## config.mk

```make
export PLATFORM = sky130hd
export DESIGN_NAME = clk_period_meter
export DESIGN_NICKNAME = d
export VERILOG_FILES = /design/src/rtl/clk_period_meter_pkg.sv /design/src/rtl/sync_edge_det.sv /design/src/rtl/clk_period_meter.sv
export SDC_FILE = /design/constraint.sdc
export NUM_CORES = 1
export LEC_CHECK = 0
export BUFFER_PORTS_ARGS = -buffer_cell sky130_fd_sc_hd__buf_4
export CAP_MARGIN = 20
export CORE_ASPECT_RATIO = 1.25
export CORE_MARGIN = 5
export CORE_UTILIZATION = 61
export CTS_CLUSTER_DIAMETER = 60
export CTS_CLUSTER_SIZE = 20
export DETAILED_ROUTE_END_ITERATION = 6
export MAX_ROUTING_LAYER = met4
export PLACE_DENSITY = 0.83
export SLEW_MARGIN = 20
export SYNTH_ARGS = -nofsm -noshare
export SYNTH_HDL_FRONTEND = slang
export SYNTH_HIERARCHICAL = 1
export SYNTH_SLANG_ARGS = --single-unit
```

## constraint.sdc

```tcl
create_clock -name clk_in -period 3.2 [get_ports clk_in]
set_input_delay 0.16 -clock clk_in [delete_from_list [all_inputs] [get_ports clk_in]]
set_output_delay 0.16 -clock clk_in [all_outputs]
set_load 0.01 [all_outputs]
```

## src/rtl/clk_period_meter_pkg.sv

```systemverilog
// Shared types and constants for the clock period meter.
package clk_period_meter_pkg;

  typedef enum logic [1:0] {
    ST_IDLE    = 2'd0,
    ST_ARM     = 2'd1,
    ST_MEASURE = 2'd2
  } state_e;

  localparam int unsigned AVG_SAMPLES = 4;
  localparam int unsigned AVG_LOG2    = 2;

endpackage

```

## src/rtl/sync_edge_det.sv

```systemverilog
// Multi-stage synchroniser for an asynchronous input followed by a registered
// rising-edge detector. Reusable for any sniffer input.
module sync_edge_det #(
  parameter int unsigned SYNC_STAGES = 2
) (
  input  logic clk_in,
  input  logic rst_n,
  input  logic d,
  output logic rise
);

  // Fewer than two stages would not give metastability protection.
  localparam int unsigned STAGES = (SYNC_STAGES < 2) ? 2 : SYNC_STAGES;

  logic [STAGES-1:0] sync_q;
  logic              prev_q;
  logic              rise_q;

  always_ff @(posedge clk_in or negedge rst_n) begin
    if (!rst_n) begin
      sync_q <= '0;
      prev_q <= 1'b0;
      rise_q <= 1'b0;
    end else begin
      sync_q <= {sync_q[STAGES-2:0], d};
      prev_q <= sync_q[STAGES-1];
      rise_q <= sync_q[STAGES-1] & ~prev_q;
    end
  end

  assign rise = rise_q;

endmodule

```

## src/rtl/clk_period_meter.sv

```systemverilog
// Measures the period of sig_in in clk_in cycles and hands results out over valid/ready.
// Optional build macro CLK_PERIOD_METER_AVG_EN reports the mean of four consecutive periods.
module clk_period_meter
  import clk_period_meter_pkg::*;
#(
  parameter int unsigned WIDTH       = 16,
  parameter int unsigned SYNC_STAGES = 2
) (
  input  logic             clk_in,
  input  logic             rst_n,
  input  logic             enable,
  input  logic             sig_in,
  output logic [WIDTH-1:0] period,
  output logic             period_valid,
  input  logic             period_ready,
  output logic             overflow,
  output logic             overrun,
  output logic             busy
);

  localparam logic [WIDTH-1:0] CNT_MAX = '1;

  logic             sig_rise;
  state_e           state_q, state_d;
  logic [WIDTH-1:0] cnt_q, cnt_d;
  logic [WIDTH-1:0] period_q, period_d;
  logic             valid_q, valid_d;
  logic             ovf_q, ovf_d;
  logic             ovr_q, ovr_d;
  logic             busy_q, busy_d;
  logic             new_res;
  logic [WIDTH-1:0] res;

`ifdef CLK_PERIOD_METER_AVG_EN
  localparam int unsigned ACC_W = WIDTH + AVG_LOG2;
  logic [ACC_W-1:0]    acc_q, acc_d, acc_sum;
  logic [AVG_LOG2-1:0] smp_q, smp_d;
`endif

  sync_edge_det #(
    .SYNC_STAGES(SYNC_STAGES)
  ) u_sync (
    .clk_in(clk_in),
    .rst_n (rst_n),
    .d     (sig_in),
    .rise  (sig_rise)
  );

  // Next-state, counter, result and handshake logic.
  always_comb begin
    state_d  = state_q;
    cnt_d    = cnt_q;
    period_d = period_q;
    valid_d  = valid_q;
    ovf_d    = ovf_q;
    ovr_d    = ovr_q;
    new_res  = 1'b0;
    res      = cnt_q;
`ifdef CLK_PERIOD_METER_AVG_EN
    acc_d    = acc_q;
    smp_d    = smp_q;
    acc_sum  = acc_q + ACC_W'(cnt_q);
`endif

    unique case (state_q)
      ST_IDLE: begin
        cnt_d   = '0;
        valid_d = 1'b0;
        ovf_d   = 1'b0;
        ovr_d   = 1'b0;
        if (enable) state_d = ST_ARM;
      end
      ST_ARM: begin
        if (sig_rise) begin
          cnt_d   = WIDTH'(1);
          state_d = ST_MEASURE;
        end
      end
      ST_MEASURE: begin
        // Each edge closes the running period and opens the next one.
        if (sig_rise) begin
          cnt_d = WIDTH'(1);
`ifdef CLK_PERIOD_METER_AVG_EN
          smp_d = smp_q + AVG_LOG2'(1);
          if (smp_q == AVG_LOG2'(AVG_SAMPLES - 1)) begin
            new_res = 1'b1;
            res     = WIDTH'(acc_sum >> AVG_LOG2);
            acc_d   = '0;
          end else begin
            acc_d = acc_sum;
          end
`else
          new_res = 1'b1;
          res     = cnt_q;
`endif
        end else if (cnt_q != CNT_MAX) begin
          cnt_d = cnt_q + WIDTH'(1);
          if (cnt_q == CNT_MAX - WIDTH'(1)) ovf_d = 1'b1;
        end
      end
      default: state_d = ST_IDLE;
    endcase

    if (state_q != ST_IDLE) begin
      if (valid_q && period_ready) valid_d = 1'b0;
      // An unconsumed result blocks the new one, which is then lost.
      if (new_res) begin
        if (!valid_q || period_ready) begin
          period_d = res;
          valid_d  = 1'b1;
        end else begin
          ovr_d = 1'b1;
        end
      end
    end

    if (!enable) begin
      state_d = ST_IDLE;
      cnt_d   = '0;
      valid_d = 1'b0;
      ovf_d   = 1'b0;
      ovr_d   = 1'b0;
`ifdef CLK_PERIOD_METER_AVG_EN
      acc_d   = '0;
      smp_d   = '0;
`endif
    end

    busy_d = (state_d != ST_IDLE);
  end

  always_ff @(posedge clk_in or negedge rst_n) begin
    if (!rst_n) begin
      state_q  <= ST_IDLE;
      cnt_q    <= '0;
      period_q <= '0;
      valid_q  <= 1'b0;
      ovf_q    <= 1'b0;
      ovr_q    <= 1'b0;
      busy_q   <= 1'b0;
    end else begin
      state_q  <= state_d;
      cnt_q    <= cnt_d;
      period_q <= period_d;
      valid_q  <= valid_d;
      ovf_q    <= ovf_d;
      ovr_q    <= ovr_d;
      busy_q   <= busy_d;
    end
  end

`ifdef CLK_PERIOD_METER_AVG_EN
  always_ff @(posedge clk_in or negedge rst_n) begin
    if (!rst_n) begin
      acc_q <= '0;
      smp_q <= '0;
    end else begin
      acc_q <= acc_d;
      smp_q <= smp_d;
    end
  end
`endif

  assign period       = period_q;
  assign period_valid = valid_q;
  assign overflow     = ovf_q;
  assign overrun      = ovr_q;
  assign busy         = busy_q;

endmodule

```

==> impl_metrics.yaml <==
outcome:
  run_status: "complete, no violations"
sta:
  setup_viol: 0
  setup_ws_ps: 825
  final.period_utilization_pct: 74.2
  min_period_ps: 2370
  rsz0062_at_grt: "no"
  clock_skew_ps: 9.68
  maxSlewHeadroom_pct: 66.3
  worst_pin_slew_ps: 505
  tns_ps: 0
  finalMaxSlewViolations: 0
  hold_ws_ps: 190
  fmax_mhz: 421
  hold_viol_final: 0
route:
  drt_wl_total_microns: 4050
  wl_per_cell_microns: 16.4
  vias_per_cell: 6.18
  drc: 0
  vias: 1521
  drt_first_pass_iters: 4
  antenna_left: 0
  dr.first_iter.drc_count: 120
synthesis:
  syn-num-nets: 193
  seq_area_frac_synth_pct: 52.8
  ys_seq_elements: 42
  synth_area_per_cell_sq_um: 10.9
  synth_fa_ha_area_share_pct: 3.77
  async_flop_share_pct: 100
  synthFlopType: "dfrtp_1"
  synth_edf_count: 0
  ys_types: 38
  synthCells: 182
  synthXorXnorAreaFrac_pct: 0
  synth_mux_area_share_pct: 9.05
  synth_warnings: 6
  synth-simple-area-share_pct: 17.3
  synth_compound_area_share_pct: 13.6
  netlist_area_sq_mm: 0.00199
  synth_top_family_by_area: "simple AND/OR/NAND/NOR gates"
final_layout:
  layout.filler_cells: 229
  final_common_cell: "dfrtp_1"
  drive_gt1_share_pct: 26.8
  final_area_sq_mm: 0.00228
  layout_common_cells: "dfrtp_1 (42), buf_4 (25), mux2_2 (16)"
  syn2layout_area_growth_pct: 14.3
  final_net_count: 220
  diodes: 0
placement:
  dpl_cell_area_sq_mm: 0.00218
  io_buffers: 24
  hpwlAfterDp_microns: 2840
  gp_congestion: 0.900
  place_ws_ps: 848
power_and_ir_drop:
  power_leakage_nw: 1.07
  peakVddDrop_v: 0.000360
  p_comb_share_pct: 6.8
  p_per_area_mw_per_mm2: 404
  power.switching_w: 0.000208
  p_sw_share_pct: 22.6
  power.total_w: 0.000920
  power_frac_seq_pct: 59.3
  power.share.clock_pct: 33.9
  p_int_w: 0.000711
worst_setup_path:
  reg2reg_from: "state_q[0]"
  cp-end-kind: "flop"
  crit_fanout: 16
  crit_type: "flop to flop"
  cp-start-kind: "flop"
  r2r_slack_ps: 830
  rr_worst_depth: 6
  worstReg2RegEnd: "cnt_q[9]"
  worstPathArrival_ps: 2540
  cp.required_ps: 3370
  crit_start: "state_q[0]"
  crit_path_end: "cnt_q[9]"
floorplan:
  rows: 23
  die_y_microns: 73.9
  die_w_microns: 61.1
  core_sq_mm: 0.00317
  die_area_sq_mm: 0.00452
  floorplan.initialDensity_pct: 62.9
  pin_count: 25
grt:
  grt_pass1_vias: 1576
  grt_overflow_total: 0
  grt_first_pass_wirelength_microns: 7080
  antenna_found_initial: 0
  track_usage_pct: 21.8
  grt_max_degree: 43
cts:
  cts_root_buf: "clkbuf_8"
  cts_made_buffers: 5
  cts_tree: "yes"
  clk_pin_slew_ps: 80
  cts_buffer_depth: 2
  clock_latency_ps: 290
  cts_sinks: 42
  cts_setup_buffers: 0
  htreeDepth: 2
worst_hold_path:
  hp-class: "primary input to flop"
job:
  drv_cap: 0
-- cell usage after synthesis (2+ instances only) --
library cell | number | share of area [%]
nor3_1 | 5 | 1.3
nand3_1 | 8 | 2.0
ha_1 | 6 | 3.8
and3_1 | 2 | 0.63
mux2_2 | 16 | 9.0
o41ai_1 | 3 | 1.3
buf_2 | 3 | 0.75
nor2b_1 | 2 | 0.63
nand4_2 | 2 | 1.3
nand4_1 | 3 | 0.94
nand2_1 | 9 | 1.7
a31oi_1 | 6 | 1.9
o31ai_1 | 6 | 2.3
inv_1 | 7 | 1.3
a21oi_1 | 3 | 0.75
nor2_1 | 14 | 2.6
or2_2 | 2 | 0.63
o21ai_0 | 14 | 3.5
buf_4 | 2 | 0.75
nand2b_1 | 4 | 1.3
dfrtp_1 | 42 | 53
o21ai_1 | 7 | 1.8
-- flip-flops by register name (all words and copies together), names as in the netlist, 2 cells and up --
| signal | cells |
|---|---|
| cnt_q | 16 |
| u_sync/sync_q | 2 |
| period | 16 |
| state_q | 2 |
-- metrics by stage --
stage / std cells / util (%)
after CTS: 246 / 71.9
final: 246 / 71.9
after floorplan: 182 / -
after global routing: 246 / 71.9
after detailed placement: 237 / 68.9
after global placement: 237 / 68.9
-- timing repair --
action,CTS,global route
endpoints found under the hold margin,43,0
hold buffers,2,0
resized for setup,0,0
-- power by group through the flow --
stage | Sequential (W) | Clock [W] | Combinational, W
after floorplan | 0.000555 | 0 | 0.0000363
after global placement | 0.000555 | 0 | 0.0000577
after detailed placement | 0.000555 | 0 | 0.0000616
after CTS | 0.000545 | 0.000318 | 0.0000637
after global routing | 0.000546 | 0.000344 | 0.0000708
final | 0.000545 | 0.000311 | 0.0000629
-- worst max-delay path, cell delays in order, from the launching register on --
cell	delay [ps]
dfrtp_1	430
inv_1	120
ha_1	330
nand4b_2	410
nor2_2	290
nand2_1	270
o41ai_1	420
-- per-layer routing --
metal | wire [microns] | global-route usage, % | share of wire, %
met1 | 1620 | 25.9 | 40
met3 | 236 | 6.33 | 5.8
met5 | 0 | - | 0
met4 | 112 | 10.6 | 2.8
met2 | 2070 | 33.4 | 51
-- worst min path at each step --
stage	from	endpoint	slack, ps	cells after the start
after floorplan	rst_n	busy	-140	0
after global placement	rst_n	u_sync/prev_q	160	1
after detailed placement	rst_n	u_sync/rise	170	1
after CTS	enable	state_q[1]	180	2
after global routing	enable	overflow	190	3
final	enable	overflow	190	3
-- cell families after synthesis --
| family | after synthesis |
|---|---|
| adders and majority gates | 6 |
| muxes | 16 |
| and+or+nand+nor | 60 |
| DFF | 42 |
| AOI/OAI and AO/OA | 44 |
| buffers and inverters | 14 |
-- final cells by class --
cell class              instances  area (sq um)  share of cell area (%)
flip-flops and latches         42          1050                    46.2
inverters                       7          26.3                    1.15
clock buffers                   7          76.3                    3.35
well taps                      37          46.3                    2.03
repair buffers                 27           208                    9.12
multi-input cells             126           870                    38.2
Power figures use the tool's default switching activity.
